--- src/rtl/syn_down_counter.sv ---
`default_nettype none
// ============================================================================
//  Module      : syn_down_counter
//  Description : Synchronous loadable down counter with a clock-enable
//                prescaler, a one-cycle terminal-count pulse and selectable
//                wrap / one-shot behaviour. The prescaler only produces an
//                enable tick; everything runs on clk.
//
//  Parameters  : WIDTH    - counter width in bits (max value 2^WIDTH-1)
//                DIV_BITS - prescaler width; one tick per 2^DIV_BITS enabled
//                           RUN cycles (0 = tick on every enabled RUN cycle)
//
//  Ports       : clk      in  1      rising-edge clock
//                rst      in  1      synchronous active-high reset
//                en       in  1      count enable (freezes prescaler/counter)
//                load     in  1      load strobe
//                load_val in  WIDTH  value captured on load
//                mode     in  1      captured on load: 0 = wrap, 1 = one-shot
//                out      out WIDTH  current count (registered)
//                tc       out 1      terminal-count pulse (registered)
//                busy     out 1      high while running (registered)
//
//  Build macro : SYN_DOWN_COUNTER_PRESCALE_EN
//                defined   - prescaler registers are built, DIV_BITS applies
//                undefined - no prescaler, tick on every enabled RUN cycle
//
//  Revision    : 1.0 - initial release
// ============================================================================
module syn_down_counter #(
    parameter int WIDTH    = 4,
    parameter int DIV_BITS = 5
) (
    input  logic             clk,
    input  logic             rst,
    input  logic             en,
    input  logic             load,
    input  logic [WIDTH-1:0] load_val,
    input  logic             mode,
    output logic [WIDTH-1:0] out,
    output logic             tc,
    output logic             busy
);

    localparam logic [1:0] c_IDLE = 2'd0;
    localparam logic [1:0] c_RUN  = 2'd1;
    localparam logic [1:0] c_HALT = 2'd2;

    localparam logic [WIDTH-1:0] c_ZERO = '0;
    localparam logic [WIDTH-1:0] c_ONE  = {{(WIDTH-1){1'b0}}, 1'b1};
    localparam logic [WIDTH-1:0] c_MAX  = '1;

    logic [1:0]       r_state;
    logic [WIDTH-1:0] r_out;
    logic             r_tc;
    logic             r_busy;
    logic             r_mode;

    logic             w_presc_full;
    logic             w_tick;

    // ------------------------------------------------------------------------
    // Prescaler: produces the "last cycle of the period" qualifier only.
    // ------------------------------------------------------------------------
`ifdef SYN_DOWN_COUNTER_PRESCALE_EN
    generate
        if (DIV_BITS > 0) begin : g_prescale
            logic [DIV_BITS-1:0] r_presc;

            always_ff @(posedge clk) begin
                if (rst) begin
                    r_presc <= '0;
                end else if (load) begin
                    // A fresh load restarts the period from the load edge.
                    r_presc <= '0;
                end else if (r_state == c_RUN && en) begin
                    r_presc <= r_presc + 1'b1;
                end
            end

            assign w_presc_full = &r_presc;
        end else begin : g_prescale_bypass
            assign w_presc_full = 1'b1;
        end
    endgenerate
`else
    // DIV_BITS has no effect in this build; both branches tick every cycle.
    generate
        if (DIV_BITS > 0) begin : g_prescale_absent
            assign w_presc_full = 1'b1;
        end else begin : g_prescale_absent_zero
            assign w_presc_full = 1'b1;
        end
    endgenerate
`endif

    assign w_tick = (r_state == c_RUN) && en && w_presc_full;

    // ------------------------------------------------------------------------
    // Counter, mode latch and state. Priority: rst > load > tick.
    // ------------------------------------------------------------------------
    always_ff @(posedge clk) begin
        if (rst) begin
            r_state <= c_IDLE;
            r_out   <= c_ZERO;
            r_tc    <= 1'b0;
            r_busy  <= 1'b0;
            r_mode  <= 1'b0;
        end else begin
            r_tc <= 1'b0;
            if (load) begin
                r_out  <= load_val;
                r_mode <= mode;
                // A one-shot load of zero has nothing to count: finish silently.
                if (mode && load_val == c_ZERO) begin
                    r_state <= c_HALT;
                    r_busy  <= 1'b0;
                end else begin
                    r_state <= c_RUN;
                    r_busy  <= 1'b1;
                end
            end else if (w_tick) begin
                if (r_out == c_ONE) begin
                    r_out <= c_ZERO;
                    r_tc  <= 1'b1;
                    if (r_mode) begin
                        r_state <= c_HALT;
                        r_busy  <= 1'b0;
                    end
                end else if (r_out == c_ZERO) begin
                    // Only reachable in wrap mode; one-shot never runs at zero.
                    if (!r_mode) begin
                        r_out <= c_MAX;
                    end
                end else begin
                    r_out <= r_out - c_ONE;
                end
            end
        end
    end

    assign out  = r_out;
    assign tc   = r_tc;
    assign busy = r_busy;

endmodule
`default_nettype wire

--- config.mk ---
export PLATFORM = sky130hd
export DESIGN_NAME = syn_down_counter
export DESIGN_NICKNAME = d
export VERILOG_FILES = /design/src/rtl/syn_down_counter.sv
export SDC_FILE = /design/constraint.sdc
export NUM_CORES = 1
export LEC_CHECK = 0
export ABC_AREA = 1
export BUFFER_PORTS_ARGS = -buffer_cell sky130_fd_sc_hd__buf_2
export CAP_MARGIN = 20
export CORE_AREA = 8 8 45 47
export DETAILED_ROUTE_END_ITERATION = 8
export DIE_AREA = 0 0 53 55
export REMOVE_ABC_BUFFERS = 1
export SETUP_SLACK_MARGIN = 0.5
export SYNTH_ARGS = -nofsm -noshare
export SYNTH_HDL_FRONTEND = slang
export SYNTH_SLANG_ARGS = --single-unit
--- constraint.sdc ---
create_clock -name clk -period 1.3 [get_ports clk]
set_input_delay 0.13 -clock clk [delete_from_list [all_inputs] [get_ports clk]]
set_output_delay 0.13 -clock clk [all_outputs]
set_load 0.05 [all_outputs]
**Yosys cells after proc, flatten, opt, wreduce, memory -nomap -nowiden**

Index checks and enable logic that the tools add are counted.

- Register bits after elaboration: 9

- $add $sub $neg: 1
- Eq/ne operators: 3
- Mux-type cells: 16
- Bitwise operators: 1
- Reductions and logical operators: 10

Operator list:

| kind | count |
|---|---|
| $mux 4 | 5 |
| $mux 2 | 5 |
| $logic_not 4->1 | 2 |
| $mux 1 | 6 |
| $reduce_bool 2->1 | 3 |
| $eq 4x1->1 const B | 1 |
| $ne 4x4->1 const B | 1 |
| $sub 4x1->4 const B | 1 |
| $reduce_and 3->1 | 1 |
| $reduce_or 3->1 | 1 |
| $eq 2x1->1 const B | 1 |
| $logic_and 1x1->1 | 2 |
| $reduce_and 2->1 | 1 |
| $not 1->1 | 1 |

**Logic depth before layout (Yosys ltp)**

- Depth in word-level cells: 5
- Gate-level depth with buffers: 9
- Gate-level depth less buffers: 9

**Worst setup path after synthesis**

Ideal clock, no wire load.

- Path type: register to register
- Start: reg r_out[1] (netlist: out[1])
- End: reg r_out[3] (netlist: out[3])
- Setup time: 0.124 ns
- Arrival: 1.545 ns
- Data required time: 1.176 ns
- Setup slack: -0.369 ns
- Stages on the path, launching flop included: 9
- Clock period less this slack: 1.669 ns
- Cell sequence: dfxtp_1 -> inv_1 -> ha_1 -> inv_1 -> nand3_2 -> o21ai_2 -> nor2_1 -> nor2_1 -> nor2_1

- Longest elaborated chain between the ends: 5
- Elaborated cells between the ends (all ways): 9
- Classes of those cells: add/sub (1); eq/ne (2); mux (4); reduce/logical (2)

Ends and longest elaborated chain:

| item | RTL line | source |
|---|---|---|
| from (decl) | 53 | `logic [WIDTH-1:0] r_out;` |
| from (signal assigned) | 104 | `r_out <= c_ZERO;` |
| from (signal assigned) | 111 | `r_out <= load_val;` |
| from (signal assigned) | 123 | `r_out <= c_ZERO;` |
| $sub 4x1->4 / $logic_not 4->1 (equally long branches) | 135, 129 |  |
| $mux 4 | 129 | `end else if (r_out == c_ZERO) begin` |
| $mux 4 | 122 | `if (r_out == c_ONE) begin` |
| $mux 4 | 121 | `end else if (w_tick) begin` |
| $mux 4 | 110 | `if (load) begin` |

Parallel ways exist; a longest one is shown, timed or not. The select of a mux whose other input is x is not followed.
A chain may end at the register's enable or synchronous reset.

**Worst setup path in the final report**

- Start: reg r_out[0] (netlist: out[0])
- End: reg r_out[0] (netlist: out[0])

Same word-level chain as after synthesis.

==> results.md <==
- Of the post-synthesis cell area, the dominant cell type holds 0.336.
- The DRC violations left is 0.
- Across every metal layer, demand over resource in global routing totals 0.119.
- Once detailed placement completed, the half-perimeter wirelength came to 1080 um.
- In this run the critical register-to-register path is launched from out[0]$_SDFFE_PP0P_.
- The worst reg2reg path endpoint is out[0]$_SDFFE_PP0P_.
- The initial cell density of the core is 0.344.
- The area growth from synthesis to layout is 66.9%.
- The leftover overflow at the end of global routing is 0.
- The root cell of the clock tree is sky130_fd_sc_hd__clkbuf_4.
- The worst setup path is launched from a flip-flop.
- The routed via count is 611.
- After technology mapping, the gate count stands at 73.
- The remaining number of nets flagged by the antenna check after routing is 0.
- The final critical-path required period is 1.23 ns.
- The required time at the worst-slack endpoint is 1.48 ns.
- The cell area power density is 1050 mW/mm^2.
- In the final layout, the share of cells above drive strength 1 is 0.480.
- The mean instance size in the synthesized netlist is 6.53 sq um.
- In this run the tightest slew margin relative to its limit is 0.812.
- The number of endpoints with negative hold slack in the final report is 0.
- The sequential element share of the synthesized area is 0.336.
- The final estimated routing congestion in global placement is 0.870.
- The max-slew violation total from the final report is 0.
- The number of antenna violations at the first check in global routing is 0.
- The number of DRC markers in iteration 0 is 15.
- For this run, the number of Yosys warnings is 0.
- Tracing the worst setup path back leads to its startpoint at out[0]$_SDFFE_PP0P_.
- The register bit total from synthesis is 8.
- The wire length after detailed routing is 1700 um.
- Entering global routing, the biggest net connects 9 pins.
- The floorplan row count is 14.
- The flow ran to the end, and the final reports show no timing, DRC or antenna violations.
- The placed instances occupy a cell area of 612 sq um.
- The total of fill cells in the finished design is 131.
- Setup slack closes at 0.0721 ns.
- Across the run, the number of max-cap violations was 0.
- The first global-routing pass estimated 2520 um of wire.
- The commonest register cell after synthesis is sky130_fd_sc_hd__dfxtp_1.
- The capturing instance or port of the critical path is out[0]$_SDFFE_PP0P_.
- The analysis attributes to cell leakage a power of 0.358 nW.
- The number of placed I/O pins is 15.
- The share of async-settable or async-resettable flops after synthesis is 0.
- The synthesized netlist occupies a cell area of 477 sq um.
- The worst reg-to-reg path cell count is 6.
- The overall die width is 53 um.
- TritonCTS built the clock tree.
- Timing analysis after detailed placement gives a worst setup slack of -0.0559 ns.
- The share of the core filled with cells in the final layout is 0.575.
- Setup repair after global routing could not meet its margin everywhere.
- The number of global-route vias before repair was 597.
- The post-route worst hold slack is 0.125 ns.
- The total iterations of the first detailed-routing run is 4.
- The number of flops mapped to enable cells by yosys is 0.
- After clock tree synthesis, the clock-pin slew on the worst setup and hold paths is 0.06 ns.
- From bottom edge to top edge, the die measures 55 um.
- The leading cell type by number of instances after synthesis is sky130_fd_sc_hd__nand2_1.
- CTS built an H-tree with a depth of 1.
- 0 antenna diodes ended up in the layout.
- The peak fanout along the critical path is 5.
- The number of clock buffers added by TritonCTS is 3.
- The routed length per instance is 14.7 um.
- The total die area is 0.00292 sq mm.
- The part of the cycle the worst path needs is 0.945.
- The setup skew after layout is 0.0106 ns.
- After routing the design area is 796 sq um.
- The count of buffers inserted at the top-level ports is 14.
- At the pin with the least slew margin, the transition time is 0.282 ns.
- In this run the deepest clock path goes through 2 buffers.
- The core region is 0.00138 sq mm.
- At the later pin of the worst-skew pair, clock insertion delay measures 0.26 ns.
- The count of different cell masters after synthesis is 16.
- The final net count is 113.
- In the routed layout, each cell is associated on average with a via count of 5.27.
- The worst-case IR drop observed on VDD is 0.000558 V.
- The upper clock frequency limit is 814 MHz.
- The tightest min-delay check is of the in -> reg type.
- The commonest cells after synthesis are 22 x sky130_fd_sc_hd__nand2_1, 8 x sky130_fd_sc_hd__a21oi_1, 8 x sky130_fd_sc_hd__dfxtp_1.
- The setup-violating endpoint count in the final report is 0.
- In the post-synthesis netlist, the biggest area contributors are sky130_fd_sc_hd__dfxtp_1 34%, sky130_fd_sc_hd__nand2_1 17%, sky130_fd_sc_hd__a21oi_1 8.4%.
- At the worst endpoint, the arrival time is 1.40 ns.
- STA classifies the critical path endpoint as a flip-flop.
- The worst setup path is of the reg -> reg kind.
- The hold buffer count at cts is 0.
- The count of clock tree sinks is 8.
- For flop-to-flop paths, the worst setup slack is 0.07 ns.
- The most area-hungry cell type in the Yosys netlist is sky130_fd_sc_hd__dfxtp_1.
metrics by stage:
step                      total power, W  setup TNS, ns  instances
after floorplan                 0.000443          -1.83         71
after global placement          0.000534        -0.0818        108
after detailed placement        0.000535         -0.168        108
after CTS                       0.000809              0        114
after global routing            0.000878              0        116
final                           0.000835              0        116
sequential cells by signal, summed over array words and instances (netlist names):
| signal | count |
|---|---|
| r_mode | 1 |
| r_state | 2 |
| tc | 1 |
| out | 4 |
worst max-delay path, stage by stage, from the launching register on:
cell and delay, ns:
sky130_fd_sc_hd__dfxtp_4 0.36, sky130_fd_sc_hd__inv_2 0.09, sky130_fd_sc_hd__ha_4 0.16, sky130_fd_sc_hd__nand3_2 0.10, sky130_fd_sc_hd__o21ai_4 0.20, sky130_fd_sc_hd__nand2_1 0.09, sky130_fd_sc_hd__a21oi_1 0.15
repair_timing:
item / 4_1_cts / 5_1_grt
setup endpoints to repair: 13 / 13
setup buffers: 3 / 2
endpoints found under the hold margin: 0 / 0
gates resized for setup: 36 / 5
pin swaps: 5 / 1
routing by layer:
layer	vias up	routed length (um)	track usage
met5	-	0	0
met4	0	28	0.0603
met3	8	154	0.0615
met2	30	939	0.223
met1	277	578	0.102
li1	296	-	-
area by class of cell:
| class | instances | area (sq um) | share of cell area |
|---|---|---|---|
| multi-input combinational | 57 | 332 | 0.417 |
| timing repair buffer | 26 | 224 | 0.281 |
| sequential | 8 | 173 | 0.217 |
| inverter | 6 | 25.0 | 0.0314 |
| clock buffer | 3 | 22.5 | 0.0283 |
| tap | 16 | 20.0 | 0.0252 |
placed cells by master, fill, tap and decap left out:
cell type	n
sky130_fd_sc_hd__clkbuf_4	3
sky130_fd_sc_hd__a21oi_1	8
sky130_fd_sc_hd__dfxtp_4	2
sky130_fd_sc_hd__dfxtp_2	4
sky130_fd_sc_hd__nand3_1	6
sky130_fd_sc_hd__nor2_4	1
sky130_fd_sc_hd__inv_4	1
sky130_fd_sc_hd__nand2_2	1
sky130_fd_sc_hd__xnor2_1	1
sky130_fd_sc_hd__nand3_2	2
sky130_fd_sc_hd__buf_8	6
sky130_fd_sc_hd__buf_6	1
sky130_fd_sc_hd__nand2_1	21
sky130_fd_sc_hd__or2_2	1
sky130_fd_sc_hd__dfxtp_1	2
sky130_fd_sc_hd__o21ai_0	2
sky130_fd_sc_hd__o21ai_2	1
sky130_fd_sc_hd__nor2_1	6
sky130_fd_sc_hd__buf_2	8
sky130_fd_sc_hd__o21ai_4	1
sky130_fd_sc_hd__nand4_1	2
sky130_fd_sc_hd__buf_4	11
sky130_fd_sc_hd__inv_2	3
sky130_fd_sc_hd__ha_4	2
sky130_fd_sc_hd__inv_1	2
sky130_fd_sc_hd__o21ai_1	1
sky130_fd_sc_hd__nor3_1	1
worst min path at each step:
stage,from,endpoint,slack (ns),cells after the start
floorplan,rst,out[0]$_SDFFE_PP0P_,0.20,1
global placement,mode,r_mode$_SDFFE_PP0P_,0.39,3
detailed placement,mode,r_mode$_SDFFE_PP0P_,0.40,3
CTS,mode,r_mode$_SDFFE_PP0P_,0.12,3
global route,mode,r_mode$_SDFFE_PP0P_,0.13,3
finish,mode,r_mode$_SDFFE_PP0P_,0.13,3
cells by family after synthesis:
| group | Yosys count | synth area share |
|---|---|---|
| AO/OA/AOI/OAI | 13 | 0.152 |
| XOR/XNOR | 1 | 0.0184 |
| adder cells (fa/ha/maj) | 2 | 0.0525 |
| buffers and inverters | 8 | 0.0630 |
| flip-flops | 8 | 0.336 |
| AND/OR/NAND/NOR | 41 | 0.378 |
report_power, final:
part,switching (W),total [W],leakage (nW),internal (W)
combinational,0.000190,0.000351,0.275,0.000161
sequential,0.0000219,0.000288,0.0686,0.000266
clock,0.0000903,0.000196,0.0138,0.000106
total,0.000302,0.000835,0.358,0.000533
Power figures use the tool's default switching activity.
